==> config.mk <==
export PLATFORM = sky130hd
export DESIGN_NAME = mem_access
export DESIGN_NICKNAME = d
export VERILOG_FILES = /design/src/rtl/mem_access.sv
export SDC_FILE = /design/constraint.sdc
export NUM_CORES = 1
export LEC_CHECK = 0
export BUFFER_PORTS_ARGS = -buffer_cell sky130_fd_sc_hd__buf_2
export CAP_MARGIN = 20
export CORE_MARGIN = 3
export CORE_UTILIZATION = 55
export CTS_CLUSTER_DIAMETER = 30
export DETAILED_ROUTE_END_ITERATION = 6
export PLACE_DENSITY = 0.84
export SKIP_LAST_GASP = 1
export SYNTH_ARGS = -nofsm -noshare
export SYNTH_HDL_FRONTEND = slang
export SYNTH_SLANG_ARGS = --single-unit
==> constraint.sdc <==
create_clock -name clk -period 4.3 [get_ports clk]
set_input_delay 0.86 -clock clk [delete_from_list [all_inputs] [get_ports clk]]
set_output_delay 0.86 -clock clk [all_outputs]
set_load 0.01 [all_outputs]
==> src/rtl/mem_access.sv <==
// Byte/halfword/word load-store engine in front of a single-port word memory (big-endian lanes).
// Latency: loads and SW finish 3 cycles after acceptance, SB/SH 5 (read-modify-write), rejects 1.
// Backpressure: busy is high while a request is in flight; start is ignored until busy drops.
module mem_access #(
  parameter int DEPTH = 10000
) (
  input  logic        clk,
  input  logic        reset,
  input  logic        start,
  input  logic [2:0]  op,
  input  logic [31:0] addr,
  input  logic [31:0] wdata,
  output logic        busy,
  output logic        done,
  output logic        err,
  output logic [31:0] rdata,
  output logic [31:0] mem_addr,
  output logic [31:0] mem_din,
  output logic        mem_read,
  output logic        mem_write,
  input  logic [31:0] mem_dout
);

  localparam logic [2:0] OP_LB = 3'd0, OP_LH = 3'd1, OP_LW = 3'd2, OP_LBU = 3'd3,
                         OP_LHU = 3'd4, OP_SB = 3'd5, OP_SH = 3'd6, OP_SW = 3'd7;
  localparam logic [31:0] DEPTH_W = 32'(DEPTH);

  typedef enum logic [2:0] {IDLE, RD, CAP, WR, WREL, DONE} state_t;

  state_t      state, state_nxt;
  logic [2:0]  op_q;
  logic [1:0]  off_q;
  logic [31:0] wdata_q;
  logic [31:0] cap_q;
  logic        err_q;

  logic        is_half, is_word, misalign, out_of_range, bad;
  logic        op_q_load;
  logic [31:0] merged, ld_val;

  // Request decode: alignment and range are judged on the live inputs at acceptance.
  always_comb begin
    is_half      = (op == OP_LH) || (op == OP_LHU) || (op == OP_SH);
    is_word      = (op == OP_LW) || (op == OP_SW);
    misalign     = (is_half && addr[0]) || (is_word && (addr[1:0] != 2'b00));
    out_of_range = ({2'b00, addr[31:2]} >= DEPTH_W);
    bad          = misalign || out_of_range;
    op_q_load    = (op_q <= OP_LHU);
  end

  // Sub-word store merge: replace only the addressed big-endian lane of the fetched word.
  always_comb begin
    merged = mem_dout;
    if (op_q == OP_SB) begin
      case (off_q)
        2'd0:    merged = {wdata_q[7:0], mem_dout[23:0]};
        2'd1:    merged = {mem_dout[31:24], wdata_q[7:0], mem_dout[15:0]};
        2'd2:    merged = {mem_dout[31:16], wdata_q[7:0], mem_dout[7:0]};
        default: merged = {mem_dout[31:8], wdata_q[7:0]};
      endcase
    end else if (op_q == OP_SH) begin
      merged = off_q[1] ? {mem_dout[31:16], wdata_q[15:0]} : {wdata_q[15:0], mem_dout[15:0]};
    end
  end

  // Load extraction from the captured word with sign or zero extension.
  always_comb begin
    logic [7:0]  b;
    logic [15:0] h;
    case (off_q)
      2'd0:    b = cap_q[31:24];
      2'd1:    b = cap_q[23:16];
      2'd2:    b = cap_q[15:8];
      default: b = cap_q[7:0];
    endcase
    h = off_q[1] ? cap_q[15:0] : cap_q[31:16];
    case (op_q)
      OP_LB:   ld_val = {{24{b[7]}}, b};
      OP_LH:   ld_val = {{16{h[15]}}, h};
      OP_LBU:  ld_val = {24'h0, b};
      OP_LHU:  ld_val = {16'h0, h};
      default: ld_val = cap_q;
    endcase
  end

  // State register; reset wins over any pending start.
  always_ff @(posedge clk) begin
    if (reset) state <= IDLE;
    else       state <= state_nxt;
  end

  // Next-state and strobes; strobes decode straight from state so reset drops them at once.
  always_comb begin
    state_nxt = state;
    busy      = (state != IDLE);
    done      = (state == DONE);
    err       = (state == DONE) && err_q;
    mem_read  = (state == RD);
    mem_write = (state == WR);
    case (state)
      IDLE: begin
        if (start) begin
          if (bad)              state_nxt = DONE;
          else if (op == OP_SW) state_nxt = WR;
          else                  state_nxt = RD;
        end
      end
      RD:      state_nxt = CAP;
      CAP:     state_nxt = op_q_load ? DONE : WR;
      WR:      state_nxt = WREL;
      WREL:    state_nxt = DONE;
      default: state_nxt = IDLE;
    endcase
  end

  // Datapath: latch the request, capture read data as the read strobe ends, publish loads on entry to DONE.
  always_ff @(posedge clk) begin
    if (reset) begin
      op_q     <= OP_LB;
      off_q    <= 2'b00;
      wdata_q  <= 32'h0;
      cap_q    <= 32'h0;
      err_q    <= 1'b0;
      rdata    <= 32'h0;
      mem_addr <= 32'h0;
      mem_din  <= 32'h0;
    end else begin
      if (state == IDLE && start) begin
        op_q     <= op;
        off_q    <= addr[1:0];
        wdata_q  <= wdata;
        err_q    <= bad;
        mem_addr <= {2'b00, addr[31:2]};
        if (!bad && op == OP_SW) mem_din <= wdata;
      end
      if (state == RD) begin
        cap_q <= mem_dout;
        // Merged word is ready one cycle ahead of the write strobe and held through WREL.
        if (op_q == OP_SB || op_q == OP_SH) mem_din <= merged;
      end
      if (state == CAP && op_q_load) rdata <= ld_val;
    end
  end

endmodule

Word-level counts from Yosys, hierarchy flattened
Cells that the tools add are included.
{"block": "word_totals", "mem_bits_rw": 0, "register_bits": 151, "rom_bits": 0, "latch_bits": 0, "wordCells": 63, "out_inout_bits": 101, "mem_count": 0, "input_bits": 102}
{"block": "classes", "n_shift": 0, "n_lt_le_gt_ge": 2, "add_sub_neg": 0, "n_mul": 0, "n_reduce_logical": 18, "n_eq_ne": 18, "n_mux": 16, "div": 0, "n_bitwise": 0}
{"op": "32-bit two-way mux", "count": 7}
{"op": "32-bit case mux with 4 select lines", "count": 1}
{"op": "32-bit case mux with 3 select lines", "count": 1}
{"op": "30-bit by 14-bit greater-or-equal comparator with 1-bit output, second input constant", "count": 1}
{"op": "3-bit == test, second input constant", "count": 8}
{"op": "8-bit case mux with 3 select lines", "count": 1}
{"op": "16-bit two-way mux", "count": 1}
{"op": "3-bit case mux with 5 select lines", "count": 1}
{"op": "3-bit by 2-bit == test with 1-bit output, second input constant", "count": 4}
{"op": "3-bit by 1-bit == test with 1-bit output, second input constant", "count": 3}
{"op": "3-bit two-way mux", "count": 3}
{"op": "1-bit logical AND", "count": 6}
{"op": "3-bit zero test", "count": 2}
{"op": "1-bit logical OR", "count": 6}
{"op": "3-bit <= comparator, second input constant", "count": 1}
{"op": "3-bit nonzero test", "count": 1}
{"op": "2-bit by 1-bit == test with 1-bit output, second input constant", "count": 1}
{"op": "2-bit == test, second input constant", "count": 1}
{"op": "2-bit zero test", "count": 1}
{"op": "2-bit two-way mux", "count": 1}
{"op": "2-bit != test, second input constant", "count": 1}
{"op": "2-bit nonzero test", "count": 1}
{"op": "1-bit zero test", "count": 1}

Logic depth before layout (Yosys ltp)
Gate-level depths: netlist of run 1.
{"block": "logic_depth", "word_depth": 12, "ltp_mapped": 8, "mapped_depth_nobuf": 5}

Least setup slack after synthesis of run 1
Ideal clock, no wire load.
{"block": "synth_path", "path_type": "input port to flip-flop", "start": "input port addr[15]", "end": "register mem_din[16]", "arrival_ns": 2.171, "n_path_buf": 1, "stages": 6, "t_required_ns": 4.181, "path_slack_ns": 2.010, "setup_ns": 0.119, "path_cell_list": "nand4_1 -> or4_1 -> and4_4 -> a21o_1 -> buf_6 -> o221a_2"}
{"block": "synth_via", "elab_chain_len": 8}
{"element": "start: declaration", "line_no": "11", "rtl": "input logic [31:0] addr,"}
{"element": "30-bit by 14-bit greater-or-equal comparator with 1-bit output *", "line_no": "46", "rtl": "out_of_range = ({2'b00, addr[31:2]} >= DEPTH_W);"}
{"element": "1-bit logical OR *", "line_no": "47", "rtl": "bad = misalign || out_of_range;"}
{"element": "1-bit zero test *", "line_no": "134", "rtl": "if (!bad && op == OP_SW) mem_din <= wdata;"}
{"element": "1-bit logical AND *", "line_no": "134"}
{"element": "32-bit two-way mux *", "line_no": "134"}
{"element": "32-bit two-way mux *", "line_no": "128", "rtl": "if (state == IDLE && start) begin"}
{"element": "32-bit two-way mux", "line_no": "139", "rtl": "if (op_q == OP_SB || op_q == OP_SH) mem_din <= merged;"}
{"element": "32-bit two-way mux *", "line_no": "136", "rtl": "if (state == RD) begin"}
{"element": "end signal: assignment", "line_no": "134"}
{"element": "end signal: assignment", "line_no": "139"}
{"element": "end: declaration", "line_no": "18", "rtl": "output logic [31:0] mem_din,"}
Mark *: on every way between the ends. The rest lies on a longest branch, timed or not.
A chain may end at the register's enable or synchronous reset.

Worst setup path after layout of run 1
{"block": "layout_path", "start": "register state[1]", "end": "output port mem_read"}
{"block": "layout_via", "elab_chain_len": 1}
{"element": "start: declaration", "line_no": "30", "rtl": "state_t state, state_nxt;"}
{"element": "start signal: assignment", "line_no": "89", "rtl": "else state <= state_nxt;"}
{"element": "3-bit by 1-bit == test with 1-bit output", "line_no": "98", "rtl": "mem_read = (state == RD);"}
{"element": "end: declaration", "line_no": "19", "rtl": "output logic mem_read,"}
Every way passes these cells.

==> results_dict.tcl, run 1 <==
set metrics [dict create \
    final_nets 1092 \
    skew_ns 0.00674 \
    die-area_mm2 0.0137 \
    hold_violations 0 \
    numCtsBuffers 17 \
    leakage_uw 0.00363 \
    via_count 6695 \
    hold_buffers 0 \
    whs_endpoint "mem_addr[7]" \
    timing.rr.start "op_q[1]" \
    portBuffers 200 \
    post-route-util_pct 70.4 \
    clock.fmax_mhz 317 \
    drive_above_1_share_pct 27.2 \
    cp_data_arrival_time_ns 2.29 \
    finalSetupViolations 0 \
    gp_congestion 0.937 \
    syn_area_mm2 0.00679 \
    vias_per_cell 5.76 \
    grt_pass1_vias 6071 \
    root_buffer "clkbuf_16" \
    ys_seq_area_share_pct 44.5 \
    dr.pass1.iters 6 \
    path_class "flip-flop to output port" \
    critical_path_required_ns 3.44 \
    cts_setup_buffers 0 \
    min_period_over_period_pct 73.2 \
    worstHoldPathType "flip-flop to flip-flop" \
    clk_latency_ns 0.42 \
    post-dp-hpwl_um 14400 \
    min_from "mem_addr[7]" \
    totalWireLength_um 20200 \
    holdPathStages 2 \
    synthArstFlopShare_pct 0 \
    worstMarginPinSlew_ns 1.02 \
    grt_max_degree 80 \
    reg2reg_slack_ns 1.45 \
    min_period_ns 3.15 \
    regArea_mm2 0.00302 \
    synth_top_flop_cell "dfxtp_1" \
    cts.sinks 151 \
    status "completed" \
    fp.coreArea_mm2 0.0118 \
    powerDensity_mw_per_mm2 403 \
    tns_ns 0 \
    io_pins 203 \
    synth_cells 825 \
    cts_resized 0 \
    wire_per_inst_um 17.3 \
    r2r_end "mem_din[22]" \
    clk_pin_slew_ns 0.06 \
    ir_drop_mv 0.291 \
    rr_worst_depth 4 \
    synth_cell_types 53 \
    ys_warn_count 0 \
    cp_max_fo 33 \
    grt-ovfl-total 0 \
    drc 0 \
    die_w_um 117 \
    grt_first_pass_wirelength_um 31700 \
    rows 39 \
    rsz0062_at_grt "false" \
    cts_tree "done" \
    start_util_pct 57.7 \
    startpoint_type "flip-flop" \
    first_iter_violations 716 \
    multi_input_area_mm2 0.00345 \
    dieHeight_um 117 \
    synth_edf_count 0 \
    endpoint_kind "output port" \
    drv_slew 0 \
    syn_area_per_cell_um2 8.23 \
    synth_seq_cells 151 \
    htreeDepth 4 \
    drv_cap 0 \
    clk_path_buf_depth 2 \
    n_fill_cell 1003 \
    grt_antenna_before_repair 1 \
    ant_nets 0 \
    syn2layout_area_growth_pct 21.9 \
    max_slew_margin_pct 32.2 \
    grt_usage_pct 29.7 \
]
layer usage:
layer / up-vias / part of all wire, % / GRT usage [%]
li1: 3241 / - / -
met3: 35 / 8.3 / 7.30
met5: - / 0 / 0
met2: 341 / 47 / 45.6
met4: 0 / 1.9 / 8.94
met1: 3078 / 43 / 41.5
kinds of logic after synthesis:
| group | Yosys count | share of synthesized area, % |
|---|---|---|
| xor gates and xnor gates | 2 | 0.258 |
| other | 1 | 0.0552 |
| AOI/OAI and AO/OA | 242 | 25.8 |
| and+or+nand+nor | 335 | 20.7 |
| DFF | 151 | 44.5 |
| muxes | 25 | 3.87 |
| buffers and inverters | 69 | 4.79 |
state kept, by name, summed over array words and instances, names as in the netlist:
name,count
cap_q,32
mem_din,32
rdata,32
mem_addr,30
wdata_q,16
op_q,3
state,3
off_q,2
err_q,1
where the power goes:
group          total (uW)  switching (uW)  internal (uW)
combinational         473             291            182
clock                1300             539            761
sequential           1560            80.0           1480
critical path: stages (launching register included):
cell      delay, ns
dfxtp_1        0.38
nand2b_1       0.30
nand2b_1       0.22
inv_1          0.69
buf_2          0.28
Yosys cell counts (3+ instances only):
library cell	count	share of area [%]
dfxtp_1	151	45
a21oi_1	103	7.6
nand3_1	4	0.29
nand2b_1	4	0.37
nand4_1	5	0.46
a31oi_1	15	1.4
o22ai_1	7	0.65
nor4_1	5	0.46
a22oi_1	22	2.4
inv_1	6	0.33
buf_4	8	0.88
and2_1	3	0.28
a2bb2oi_1	15	1.9
a211oi_1	16	1.8
nor2_1	62	3.4
o21ai_0	6	0.44
and3_1	4	0.37
clkbuf_1	31	1.7
nor3_1	10	0.74
buf_2	17	1.3
nand2_1	224	12
a211oi_2	10	1.8
mux2i_1	24	3.5
buf_1	5	0.28
o211a_1	17	2.5
o221a_2	14	2.3
metrics by stage:
stage	instance area [um2]	cells	power (uW)	setup WS, ns	hold slack (ns)
5_1_grt	8280	1163	3470	0.988	0.476
4_1_cts	8270	1162	3330	1.16	0.451
3_5_place_dp	7770	1135	2050	1.48	0.444
3_3_place_gp	7770	1135	2040	1.62	0.439
6_report	8280	1163	3330	1.15	0.451
2_1_floorplan	6790	826	1870	2.01	0.437
final cells by class:
cell class | count | share of cell area [%]
Antenna cell | 1 | 0.0302
Clock buffer | 22 | 5.73
Clock inverter | 5 | 0.333
Inverter | 6 | 0.272
Multi-Input combinational cell | 606 | 41.6
Sequential cell | 151 | 36.5
Tap cell | 164 | 2.48
Timing Repair Buffer | 208 | 13.0
worst max-delay path by stage:
stage,from,end,slack (ns),cells past startpoint
4_1_cts,state[1],mem_read,1.16,4
3_5_place_dp,op_q[1],mem_din[18],1.48,4
5_1_grt,state[1],mem_read,0.99,4
2_1_floorplan,addr[15],mem_din[16],2.01,6
3_3_place_gp,op_q[1],mem_din[21],1.62,4
6_report,state[1],mem_read,1.15,4
cell usage in the layout, fill, tap and decap left out, drive strengths merged, types with 2 or more instances in the layout:
master	instances
nand2	224
buf	208
dfxtp	151
a21oi	105
nor2	64
a211oi	26
mux2i	24
a22oi	22
clkbuf	22
o211a	17
o221a	16
a31oi	15
a2bb2oi	15
nor3	12
o22ai	7
inv	6
o21ai	6
nand4	5
nor4	5
nand2b	5
and3	4
nand3	4
clkinv	4
a2111oi	4
and2	3
o21bai	2
nor2b	2
nor3b	2
a21o	2
conb	2
(Power assumes the default switching activity.)
==> run 2: changes to the inputs <==
--- a/config.mk
+++ b/config.mk
@@ -5,13 +5,14 @@
 export SDC_FILE = /design/constraint.sdc
 export NUM_CORES = 1
 export LEC_CHECK = 0
+export ABC_AREA = 1
 export BUFFER_PORTS_ARGS = -buffer_cell sky130_fd_sc_hd__buf_2
 export CAP_MARGIN = 20
 export CORE_MARGIN = 3
-export CORE_UTILIZATION = 55
+export CORE_UTILIZATION = 48
 export CTS_CLUSTER_DIAMETER = 30
 export DETAILED_ROUTE_END_ITERATION = 6
-export PLACE_DENSITY = 0.84
+export PLACE_DENSITY = 0.77
 export SKIP_LAST_GASP = 1
 export SYNTH_ARGS = -nofsm -noshare
 export SYNTH_HDL_FRONTEND = slang
==> constraint.sdc (replaced) <==
create_clock -name clk -period 2.6 [get_ports clk]
set_input_delay 0.52 -clock clk [delete_from_list [all_inputs] [get_ports clk]]
set_output_delay 0.52 -clock clk [all_outputs]
set_load 0.01 [all_outputs]
==> results_dict.tcl, run 2 <==
set metrics [dict create \
    grt_first_pass_wirelength_um 38600 \
    r2r_end "rdata[18]" \
    multi_input_area_mm2 0.00376 \
    syn_area_per_cell_um2 6.59 \
    ys_seq_area_share_pct 39.0 \
    portBuffers 200 \
    numCtsBuffers 17 \
    dr.pass1.iters 6 \
    n_fill_cell 1465 \
    worstMarginPinSlew_ns 0.932 \
    grt_usage_pct 26.9 \
    drc 0 \
    yosysMostFrequentCell "nor2_1" \
    synth_cells 1176 \
    whs_endpoint "mem_addr[3]" \
    gp_congestion 0.983 \
    netlist_top_cells_count "170 x nor2_1, 168 x o21ai_0, 164 x nand2_1, 151 x dfxtp_1, 141 x inv_1" \
    design_area_mm2 0.00938 \
    min_period_ns 2.16 \
    finalSetupViolations 0 \
    die_w_um 133 \
    final_common_cell "buf_2" \
    worstHoldPathType "input port to flip-flop" \
    rr_worst_depth 6 \
    clk_path_buf_depth 2 \
    min_from "addr[5]" \
    synth_seq_cells 151 \
    drive_above_1_share_pct 20.5 \
    ys_warn_count 0 \
    leakage_uw 0.00482 \
    cts_setup_buffers 0 \
    post-route-util_pct 60.6 \
    dieHeight_um 133 \
    p_total_uw 6720 \
    root_buffer "clkbuf_16" \
    p_int_uw 4470 \
    synthArstFlopShare_pct 0 \
    ant_nets 0 \
    synth_top_flop_cell "dfxtp_1" \
    rows 45 \
    synth_edf_count 0 \
    combPwrFrac_pct 22.4 \
    holdPathStages 3 \
    clkPwrFrac_pct 37.1 \
    wire_per_inst_um 15.8 \
    synth_top_area_share_pct 39.0 \
    startpoint_type "flip-flop" \
    sw_frac_of_total_pct 33.5 \
    hold_buffers 0 \
    tns_ns 0 \
    vias_per_cell 5.41 \
    min_period_over_period_pct 82.9 \
    htreeDepth 4 \
    syn_area_mm2 0.00775 \
    grt_pass1_vias 7520 \
    skew_ns 0.00760 \
    cts.sinks 151 \
    regArea_mm2 0.00302 \
    cts_tree "done" \
    clk_latency_ns 0.44 \
    endpoint_kind "output port" \
    synth_cell_types 32 \
    totalWireLength_um 24600 \
    grt-ovfl-total 0 \
    powerDensity_mw_per_mm2 717 \
    grt_antenna_before_repair 1 \
    layout_common_cells "200 x buf_2, 169 x nor2_1, 168 x o21ai_0" \
    timing.rr.start "off_q[1]" \
    drv_slew 0 \
    post-dp-hpwl_um 17600 \
    syn2layout_area_growth_pct 21.0 \
    place_area_mm2 0.00878 \
    start_util_pct 50.1 \
    cp_max_fo 5 \
    die-area_mm2 0.0177 \
    clk_pin_slew_ns 0.06 \
    cts_resized 0 \
    drv_cap 0 \
    yosysTopAreaCell "dfxtp_1" \
    via_count 8417 \
    ir_drop_mv 0.537 \
    io_pins 203 \
    cp_data_arrival_time_ns 1.64 \
    final_nets 1434 \
    max_slew_margin_pct 37.8 \
    first_iter_violations 919 \
    path_class "flip-flop to output port" \
    p_seq_share_pct 40.5 \
    fp.coreArea_mm2 0.0155 \
    grt_max_degree 120 \
    p_switching_uw 2250 \
    reg2reg_slack_ns 0.51 \
    top_regs "cap_q (32), mem_din (32), rdata (32)" \
    synth.area.top_cells "dfxtp_1 39%, o21ai_0 11%, nor2_1 8.2%" \
    hold_violations 0 \
    clock.fmax_mhz 464 \
    status "completed" \
    rsz0062_at_grt "false" \
    critical_path_required_ns 2.08 \
]
run 2: cell count changes after synthesis, sizes merged, moves of 16 or more:
cell / change
o211a: -17
inv: +143
o21ai: +207
nand2: -57
mux2i: -24
nand4: +28
nand3: +38
a211oi: -26
o211ai: +37
nor2: +112
a22oi: -22
buf: +16
o221a: -16
run 2: how the worst max path moves through the flow:
stage | startpoint | end | slack (ns) | cells past startpoint
finish | state[2] | err | 0.44 | 4
global route | op_q[0] | rdata[0] | 0.28 | 6
CTS | state[2] | err | 0.43 | 4
detailed placement | addr[13] | mem_din[16] | 0.59 | 11
global placement | addr[13] | mem_din[16] | 0.59 | 11
floorplan | addr[19] | mem_din[1] | 0.97 | 11
run 2: through the flow:
stage / setup WS (ns) / hold WS, ns / std cells
after CTS: 0.426 / 0.298 / 1556
after floorplan: 0.969 / 0.444 / 1177
after global routing: 0.284 / 0.305 / 1557
final: 0.444 / 0.303 / 1557
after detailed placement: 0.588 / 0.486 / 1524
after global placement: 0.594 / 0.476 / 1524
run 2: cell type report:
type,count,area share (%)
Sequential cell,151,32.2
Clock buffer,17,4.54
Timing Repair Buffer,219,12.5
Tap cell,211,2.82
Clock inverter,15,1.81
Antenna cell,1,0.0267
Inverter,150,6.00
Multi-Input combinational cell,793,40.1
run 2: power groups by stage:
stage / Clock (uW) / Combinational [uW] / Sequential, uW
floorplan: 0 / 948 / 2780
global placement: 0 / 1460 / 2760
detailed placement: 0 / 1480 / 2760
CTS: 2520 / 1490 / 2720
global route: 2620 / 1690 / 2750
finish: 2500 / 1510 / 2720
run 2: critical path: stages (launching register included):
cell and delay (ns):
dfxtp_1 0.43, inv_1 0.14, nor3_1 0.33, and2_1 0.17
buf_2 0.13
run 2: cells by family (layout without fill, tap and decap cells):
family                 Yosys count  in the layout  synth area share, %
other                            1              3               0.0484
AO/OA/AOI/OAI                  365            365                 24.9
AND/OR/NAND/NOR                426            426                 23.4
buffers and inverters          233            401                 12.6
flip-flops                     151            151                 39.0
run 2: routing by layer:
| metal | part of all wire [%] | track usage, % | up-vias |
|---|---|---|---|
| li1 | - | - | 4161 |
| met1 | 43 | 37.4 | 3810 |
| met2 | 45 | 40.8 | 399 |
| met5 | 0 | 0 | - |
| met4 | 2.3 | 9.24 | 0 |
| met3 | 9.7 | 6.46 | 47 |
